<file path="src/rtl/main_fsm_pkg.sv">
// Shared encodings for the multicycle RV32I control path: states, opcodes,
// ALUOp and mux selects, plus the Moore output table for the control FSM.
package main_fsm_pkg;

  typedef enum logic [3:0] {
    S_IDLE     = 4'd0,
    S_FETCH    = 4'd1,
    S_DECODE   = 4'd2,
    S_MEMADR   = 4'd3,
    S_MEMREAD  = 4'd4,
    S_MEMWB    = 4'd5,
    S_MEMWRITE = 4'd6,
    S_EXECR    = 4'd7,
    S_EXECI    = 4'd8,
    S_ALUWB    = 4'd9,
    S_JAL      = 4'd10,
    S_BEQ      = 4'd11,
    S_ERR      = 4'd12
  } state_e;

  localparam logic [6:0] OP_LOAD   = 7'b0000011;
  localparam logic [6:0] OP_STORE  = 7'b0100011;
  localparam logic [6:0] OP_RTYPE  = 7'b0110011;
  localparam logic [6:0] OP_ITYPE  = 7'b0010011;
  localparam logic [6:0] OP_JAL    = 7'b1101111;
  localparam logic [6:0] OP_BRANCH = 7'b1100011;

  localparam logic [1:0] ALUOP_ADD   = 2'b00;
  localparam logic [1:0] ALUOP_SUB   = 2'b01;
  localparam logic [1:0] ALUOP_FUNCT = 2'b10;

  localparam logic [1:0] RES_ALUOUT    = 2'b00;
  localparam logic [1:0] RES_DATA      = 2'b01;
  localparam logic [1:0] RES_ALURESULT = 2'b10;

  localparam logic [1:0] SRCA_PC    = 2'b00;
  localparam logic [1:0] SRCA_OLDPC = 2'b01;
  localparam logic [1:0] SRCA_RS1   = 2'b10;

  localparam logic [1:0] SRCB_RS2  = 2'b00;
  localparam logic [1:0] SRCB_IMM  = 2'b01;
  localparam logic [1:0] SRCB_FOUR = 2'b10;

  // One-hot instruction class bit positions.
  localparam int CLS_LOAD   = 0;
  localparam int CLS_STORE  = 1;
  localparam int CLS_RTYPE  = 2;
  localparam int CLS_ITYPE  = 3;
  localparam int CLS_JAL    = 4;
  localparam int CLS_BRANCH = 5;
  localparam int CLS_W      = 6;

  typedef logic [CLS_W-1:0] op_class_t;

  typedef struct packed {
    logic       pc_update;
    logic       branch;
    logic       adr_src;
    logic       mem_write;
    logic       ir_write;
    logic [1:0] result_src;
    logic [1:0] alu_src_a;
    logic [1:0] alu_src_b;
    logic [1:0] alu_op;
    logic       reg_write;
    logic       illegal_op;
    logic       instr_done;
  } ctrl_t;

  function automatic ctrl_t decode_ctrl(input state_e s);
    ctrl_t c;
    c = '0;
    case (s)
      S_FETCH: begin
        c.ir_write = 1'b1; c.pc_update = 1'b1; c.result_src = RES_ALURESULT;
        c.alu_src_a = SRCA_PC; c.alu_src_b = SRCB_FOUR; c.alu_op = ALUOP_ADD;
      end
      S_DECODE:   begin c.alu_src_a = SRCA_OLDPC; c.alu_src_b = SRCB_IMM; end
      S_MEMADR:   begin c.alu_src_a = SRCA_RS1; c.alu_src_b = SRCB_IMM; end
      S_MEMREAD:  begin c.result_src = RES_ALUOUT; c.adr_src = 1'b1; end
      S_MEMWB:    begin c.result_src = RES_DATA; c.reg_write = 1'b1; c.instr_done = 1'b1; end
      S_MEMWRITE: begin c.adr_src = 1'b1; c.mem_write = 1'b1; c.instr_done = 1'b1; end
      S_EXECR: begin
        c.alu_src_a = SRCA_RS1; c.alu_src_b = SRCB_RS2; c.alu_op = ALUOP_FUNCT;
      end
      S_EXECI: begin
        c.alu_src_a = SRCA_RS1; c.alu_src_b = SRCB_IMM; c.alu_op = ALUOP_FUNCT;
      end
      S_ALUWB:    begin c.reg_write = 1'b1; c.instr_done = 1'b1; end
      S_JAL: begin
        c.alu_src_a = SRCA_OLDPC; c.alu_src_b = SRCB_FOUR; c.pc_update = 1'b1;
      end
      S_BEQ: begin
        c.alu_src_a = SRCA_RS1; c.alu_src_b = SRCB_RS2; c.alu_op = ALUOP_SUB;
        c.branch = 1'b1; c.instr_done = 1'b1;
      end
      S_ERR:      begin c.illegal_op = 1'b1; c.instr_done = 1'b1; end
      default:    c = '0;
    endcase
    return c;
  endfunction

endpackage

</file>
<file path="src/rtl/main_fsm_op_classifier.sv">
// Combinational opcode classifier: one-hot instruction class plus legality flag.
module op_classifier
  import main_fsm_pkg::*;
(
  input  logic [6:0] op,
  output op_class_t  op_class,
  output logic       is_legal
);

  always_comb begin
    // NOTE: default every output before the case so no path leaves it unassigned (no latch).
    op_class = '0;
    case (op)
      OP_LOAD:   op_class[CLS_LOAD]   = 1'b1;
      OP_STORE:  op_class[CLS_STORE]  = 1'b1;
      OP_RTYPE:  op_class[CLS_RTYPE]  = 1'b1;
      OP_ITYPE:  op_class[CLS_ITYPE]  = 1'b1;
      OP_JAL:    op_class[CLS_JAL]    = 1'b1;
      OP_BRANCH: op_class[CLS_BRANCH] = 1'b1;
      default:   op_class = '0;
    endcase
    is_legal = |op_class;
  end

endmodule

</file>
<file path="src/rtl/main_fsm.sv">
// Multicycle RV32I control FSM (Moore, registered outputs).
// Optional MAIN_FSM_MEM_WAIT_EN adds mem_ready and stalls memory states.
module main_fsm
  import main_fsm_pkg::*;
#(
  parameter bit STRICT_DECODE = 1'b1
) (
  input  logic       clk,
  input  logic       reset_n,
  input  logic [6:0] op,
`ifdef MAIN_FSM_MEM_WAIT_EN
  input  logic       mem_ready,
`endif
  output logic       pc_update,
  output logic       branch,
  output logic       adr_src,
  output logic       mem_write,
  output logic       ir_write,
  output logic [1:0] result_src,
  output logic [1:0] alu_src_a,
  output logic [1:0] alu_src_b,
  output logic [1:0] alu_op,
  output logic       reg_write,
  output logic       illegal_op,
  output logic       instr_done,
  output logic [3:0] state_o
);

  state_e    state_q, state_d;
  ctrl_t     ctrl_q;
  op_class_t op_class;
  logic      is_legal;
  logic      mem_go;

  op_classifier u_classifier (
    .op       (op),
    .op_class (op_class),
    .is_legal (is_legal)
  );

`ifdef MAIN_FSM_MEM_WAIT_EN
  assign mem_go = mem_ready;
`else
  assign mem_go = 1'b1;
`endif

  always_comb begin
    state_d = S_IDLE;
    case (state_q)
      S_IDLE:     state_d = S_FETCH;
      S_FETCH:    state_d = mem_go ? S_DECODE : S_FETCH;
      S_DECODE: begin
        if (!is_legal)                                     state_d = STRICT_DECODE ? S_ERR : S_FETCH;
        else if (op_class[CLS_LOAD] || op_class[CLS_STORE]) state_d = S_MEMADR;
        else if (op_class[CLS_RTYPE])                      state_d = S_EXECR;
        else if (op_class[CLS_ITYPE])                      state_d = S_EXECI;
        else if (op_class[CLS_JAL])                        state_d = S_JAL;
        else                                               state_d = S_BEQ;
      end
      S_MEMADR:   state_d = op[5] ? S_MEMWRITE : S_MEMREAD;
      S_MEMREAD:  state_d = mem_go ? S_MEMWB : S_MEMREAD;
      S_MEMWB:    state_d = S_FETCH;
      S_MEMWRITE: state_d = mem_go ? S_FETCH : S_MEMWRITE;
      S_EXECR:    state_d = S_ALUWB;
      S_EXECI:    state_d = S_ALUWB;
      S_ALUWB:    state_d = S_FETCH;
      S_JAL:      state_d = S_ALUWB;
      S_BEQ:      state_d = S_FETCH;
      S_ERR:      state_d = S_FETCH;
      default:    state_d = S_IDLE;  // unreachable encodings recover
    endcase
  end

  // Outputs are registered from the next state so they line up with state_q.
  always_ff @(posedge clk or negedge reset_n) begin
    if (!reset_n) begin
      // NOTE: sequential state uses non-blocking assignments only.
      state_q <= S_IDLE;
      ctrl_q  <= '0;
    end else begin
      state_q <= state_d;
      ctrl_q  <= decode_ctrl(state_d);
    end
  end

`ifdef MAIN_FSM_MEM_WAIT_EN
  assign ir_write  = ctrl_q.ir_write  & mem_ready;
  assign pc_update = ctrl_q.pc_update & ((state_q != S_FETCH) | mem_ready);
  assign mem_write = ctrl_q.mem_write & mem_ready;
`else
  assign ir_write  = ctrl_q.ir_write;
  assign pc_update = ctrl_q.pc_update;
  assign mem_write = ctrl_q.mem_write;
`endif

  assign branch     = ctrl_q.branch;
  assign adr_src    = ctrl_q.adr_src;
  assign result_src = ctrl_q.result_src;
  assign alu_src_a  = ctrl_q.alu_src_a;
  assign alu_src_b  = ctrl_q.alu_src_b;
  assign alu_op     = ctrl_q.alu_op;
  assign reg_write  = ctrl_q.reg_write;
  assign illegal_op = ctrl_q.illegal_op;
  assign instr_done = ctrl_q.instr_done;
  assign state_o    = state_q;

endmodule
</file>
<file path="config.mk">
export PLATFORM = sky130hd
export DESIGN_NAME = main_fsm
export DESIGN_NICKNAME = d
export VERILOG_FILES = /design/src/rtl/main_fsm_pkg.sv /design/src/rtl/main_fsm_op_classifier.sv /design/src/rtl/main_fsm.sv
export SDC_FILE = /design/constraint.sdc
export NUM_CORES = 1
export LEC_CHECK = 0
export ABC_AREA = 0
export BUFFER_PORTS_ARGS = -buffer_cell sky130_fd_sc_hd__buf_2
export CORE_MARGIN = 3
export CORE_UTILIZATION = 49
export CTS_CLUSTER_DIAMETER = 80
export DETAILED_ROUTE_END_ITERATION = 6
export PLACE_DENSITY = 0.75
export SYNTH_ARGS = -nofsm -noshare
export SYNTH_HDL_FRONTEND = slang
export SYNTH_SLANG_ARGS = --single-unit
</file>
<file path="constraint.sdc">
create_clock -name clk -period 1.85 [get_ports clk]
set_input_delay 0.37 -clock clk [delete_from_list [all_inputs] [get_ports clk]]
set_output_delay 0.37 -clock clk [all_outputs]
set_load 0.01 [all_outputs]
</file>
Word level (Yosys, flattened, before mapping)
Index checks and enable logic that the tools add are counted.

word-level totals
  register bits after elaboration = 20
  input bits = 9
  output and inout bits = 20
  word-level logic and storage cells = 79

operators by class
  eq/ne operators = 30
  multiplexer cells = 24
  reduce and logical (&&, ||, !) cells = 12

operators with widths
  kind                                                              number
  4-bit == test (second input constant)                             10
  4-bit by 3-bit == test with 1-bit output (second input constant)  8
  4-bit case mux with 6 select lines                                1
  4-bit case mux with 5 select lines                                1
  4-bit by 2-bit == test with 1-bit output (second input constant)  4
  1-bit 2-to-1 mux                                                  15
  7-bit by 6-bit == test with 1-bit output (second input constant)  2
  7-bit == test (second input constant)                             2
  4-bit 2-to-1 mux                                                  3
  2-bit OR reduction                                                6
  6-bit OR reduction                                                2
  4-bit by 1-bit == test with 1-bit output (second input constant)  2
  2-bit case mux with 2 select lines                                2
  7-bit by 2-bit == test with 1-bit output (second input constant)  1
  7-bit by 5-bit == test with 1-bit output (second input constant)  1
  5-bit OR reduction                                                1
  4-bit logical NOT                                                 1
  2-bit 2-to-1 mux                                                  2
  3-bit OR reduction                                                1
  1-bit logical OR                                                  1

Logic depth before layout (Yosys ltp)
  word-level depth = 11
  depth in mapped cells = 7
  gate-level depth less buffers = 6

Hierarchy
From an unflattened synthesis, not the netlist that was laid out.

unflattened totals
  cells, all modules = 96
  area, all modules = 996.0 sq um

by module, submodules not included
  module         times used  cells each  area each (sq um)  sequential area each (sq um)
  main_fsm       1           81          904.6              475.5
  op_classifier  1           15          91.3               0.0

Worst setup path after synthesis
Ideal clock, no wire load.

  kind = register -> register
  start = reg state_q[2], in the netlist state_o[2]
  end = reg ctrl_q (netlist bit instr_done)
  library setup time = 0.131 ns
  arrival time = 1.578 ns
  data required time = 1.719 ns
  slack = 0.141 ns
  cell stages (with the launch flop) = 7
  buffers on the path = 1
  period minus slack after synthesis = 1.709 ns
  path through = dfrtp_1 > buf_4 > nor2_2 > and3_4 > a211o_1 > o31ai_1 > or3b_1

between the ends
  longest elaborated chain between the ends = 6
  elaborated cells between the ends (all ways) = 23
  those cells by class = 17 x eq/ne; 2 x mux; 4 x reduce/logical

ends and longest elaborated chain
  item                                                                       line                source
  start, declared                                                            main_fsm.sv:29      state_e state_q, state_d;
  start signal, assigned                                                     main_fsm.sv:81      state_q <= state_d;
  4-bit == test (tied with other cells)                                      main_fsm.sv:49      case (state_q)
  6-bit OR reduction (no source line) or 3-bit OR reduction (tied branches)  --
  4-bit case mux with 6 select lines *                                       main_fsm.sv:49
  4-bit == test or 4-bit by 3-bit == test with 1-bit output (tied branches)  main_fsm_pkg.sv:73  case (s)
  5-bit OR reduction (no source line) *                                      --
  1-bit 2-to-1 mux *                                                         main_fsm_pkg.sv:73
  end signal, assigned                                                       main_fsm.sv:82      ctrl_q <= decode_ctrl(state_d);
  end, declared                                                              main_fsm.sv:30      ctrl_t ctrl_q;

Mark *: on every way between the ends. The rest lies on a longest branch, timed or not.

Worst setup path in the final report
Ends and elaborated chain as after synthesis.

==> results_dict.tcl <==
set metrics [dict create \
    synth_warnings 0 \
    slew_violations 0 \
    final_area_sq_um 1160 \
    synthCells 87 \
    async_flop_share 1.00 \
    outcome "complete, no violations" \
    peakVddDrop_v 0.00102 \
    dp_cells 137 \
    r2r_cells 5 \
    grt-ovfl-total 0 \
    pin_count 29 \
    die_x_um 49.7 \
    initial_utilization 0.530 \
    cp.depth 5 \
    num_rows 15 \
    p_leak_nw 0.611 \
    finalCritPeriodShare 0.956 \
    dieArea_sq_um 2470 \
    synth_edf_count 0 \
    startpoint "state_o[2]" \
    crit_path_top_delay_cell "dfrtp_2" \
    cp-start-kind "register" \
    path_cells "nor2_2 > and3_4 > a211o_1 > o31ai_1 > or3b_1" \
    hold_slack_ps 381 \
    max_freq_mhz 565 \
    grt_max_degree 19 \
    clockBufferDepth 2 \
    fin_setup_tns_ps 0 \
    setup_viol_count_final 0 \
    regToRegSetupSlack_ps 80 \
    period_needed_ps 1770 \
    netlist_area_sq_um 935 \
    syn_to_final_growth_pct 24.2 \
    syn_area_per_cell_sq_um 10.7 \
    worstPathArrival_ps 1960 \
    finalNetCount 128 \
    root_buffer "clkbuf_4" \
    slew_headroom 0.732 \
    dp_hpwl_mm 1.63 \
    final_hold_viol_count 0 \
    r2r_end "instr_done" \
    hold_path.startpoint "op[5]" \
    drc_errors 0 \
    cts_buffers 3 \
    crit_required_ps 2050 \
    critPathTopFamily "simple AND/OR/NAND/NOR gates" \
    grt_pass1_vias 766 \
    critical_path_peak_fanout 9 \
    crit_buf_inv 0 \
    multi_input_area_sq_um 442 \
    fp.dieH_um 49.7 \
    r2r_start "state_o[2]" \
    antenna_found_initial 0 \
    max_slew.worst_pin.slew_ps 398 \
    finalWirelength_mm 2.11 \
    dpl_cell_area_sq_um 1090 \
    gp_congestion 0.844 \
    drt.antenna.violating_nets 0 \
    ys_seq_area_frac 0.482 \
    io_buffers 28 \
    power.density_nw_per_um2 1520 \
    dr.pass1.iters 4 \
    ys_ff_latch 18 \
    clock_latency_ps 310 \
    tritoncts "built" \
    synthDistinctLibCells 41 \
    n_antenna_cell 0 \
    endpoint "instr_done" \
    criticalPathCategory "reg -> reg" \
    drive_gt1_frac 0.415 \
    wl_per_cell_um 14.8 \
    max_cap_viol_count 0 \
    fin_skew_ps 2.52 \
    ys.flop_type "dfrtp_1" \
    slowest_delay_ps 490 \
    grt_pass1_wl_mm 3.60 \
    n_fill_cell 159 \
    h-tree-depth 1 \
    drt-initial-drc-count 23 \
    via_count 821 \
    regArea_sq_um 453 \
    path_clk_slew_ps 100 \
    grtUsageTotal 0.200 \
    fp.coreArea_sq_um 1760 \
    final_cell_count_no_fill 143 \
    avgViaCountPerCell 5.74 \
    min_path_type "in -> reg" \
    endpoint_kind "register" \
    synthesis.nets 96 \
    cts_sinks 18 \
]
-- logic make-up after synthesis --
family          Yosys count  share of synthesized area
compound gates           18                      0.138
simple gates             38                      0.297
buf+inv                  11                     0.0629
mux                       1                     0.0107
flops                    18                      0.482
xor+xnor                  1                    0.00937
-- layer usage --
metal / global-route usage / vias to the layer above / routed length, um
li1: - / 381 / -
met1: 0.243 / 394 / 862
met2: 0.313 / 39 / 1010
met3: 0.0544 / 7 / 177
met4: 0.120 / 0 / 66
met5: 0 / - / 0
-- power by group --
group,total [mW],leakage (nW),internal [mW],switching (mW)
Sequential,0.660,0.232,0.536,0.123
Clock,0.247,0.0210,0.120,0.127
Combinational,0.858,0.358,0.376,0.482
Total,1.76,0.611,1.03,0.732
-- flip-flops by register name (all words and copies together) (netlist names) --
register    flops
state_o         4
alu_op          2
alu_src_a       2
alu_src_b       2
result_src      2
adr_src         1
illegal_op      1
instr_done      1
mem_write       1
pc_update       1
reg_write       1
-- worst min-delay path by stage --
stage | endpoint | slack (ps) | depth (start not counted)
2_1_floorplan | adr_src | 70 | 0
3_3_place_gp | mem_write | 310 | 1
3_5_place_dp | alu_op[1] | 320 | 1
4_1_cts | mem_write | 370 | 2
5_1_grt | mem_write | 390 | 2
6_report | mem_write | 380 | 2
-- synth_stat cells (2+ instances only) --
cell type	n	area share
nor2_1	4	0.016
o31ai_1	2	0.016
inv_2	2	0.0080
inv_1	3	0.012
nand3_1	3	0.016
nor2b_1	2	0.013
buf_2	2	0.011
o21ai_0	4	0.021
and3_1	3	0.020
nand2b_1	2	0.013
a41o_1	2	0.021
dfrtp_1	18	0.48
a21oi_1	2	0.011
nor3b_1	5	0.040
buf_4	4	0.032
o21bai_1	2	0.016
nand2_1	3	0.012
-- cell type report --
| cell class | instances | share of cell area |
|---|---|---|
| well taps | 25 | 0.0269 |
| multi-input cells | 58 | 0.380 |
| inverters | 5 | 0.0162 |
| flip-flops and latches | 18 | 0.390 |
| clock buffers | 4 | 0.0313 |
| repair buffers | 33 | 0.155 |
-- what timing repair did --
item / 4_1_cts / 5_1_grt
endpoints found under the setup margin: 0 / 8
buffers inserted: 0 / 1
hold buffers: 1 / 0
endpoints found under the hold margin: 18 / 0
resized for setup: 0 / 5
-- layout by cell type, fill, tap and decap left out, drive strengths merged, types with 2 or more instances in the layout --
| cell | count |
|---|---|
| a41o | 2 |
| o21bai | 2 |
| nand2 | 3 |
| o21ai | 5 |
| nand2b | 2 |
| buf | 32 |
| inv | 5 |
| dfrtp | 18 |
| nor3b | 5 |
| clkbuf | 4 |
| a21oi | 2 |
| o31ai | 2 |
| or3b | 2 |
| nor4 | 2 |
| nor2 | 5 |
| nor2b | 2 |
| and3 | 4 |
| nand3 | 3 |
-- metrics by stage --
| stage | power (mW) | setup WS (ps) | util |
|---|---|---|---|
| floorplan | 1.19 | 141 | - |
| CTS | 1.72 | 23.0 | 0.643 |
| finish | 1.76 | 81.4 | 0.658 |
| global route | 1.91 | -11.6 | 0.658 |
| global placement | 1.45 | 48.7 | 0.617 |
| detailed placement | 1.48 | 11.5 | 0.617 |
Note: power is estimated with default switching activity, not from simulation.
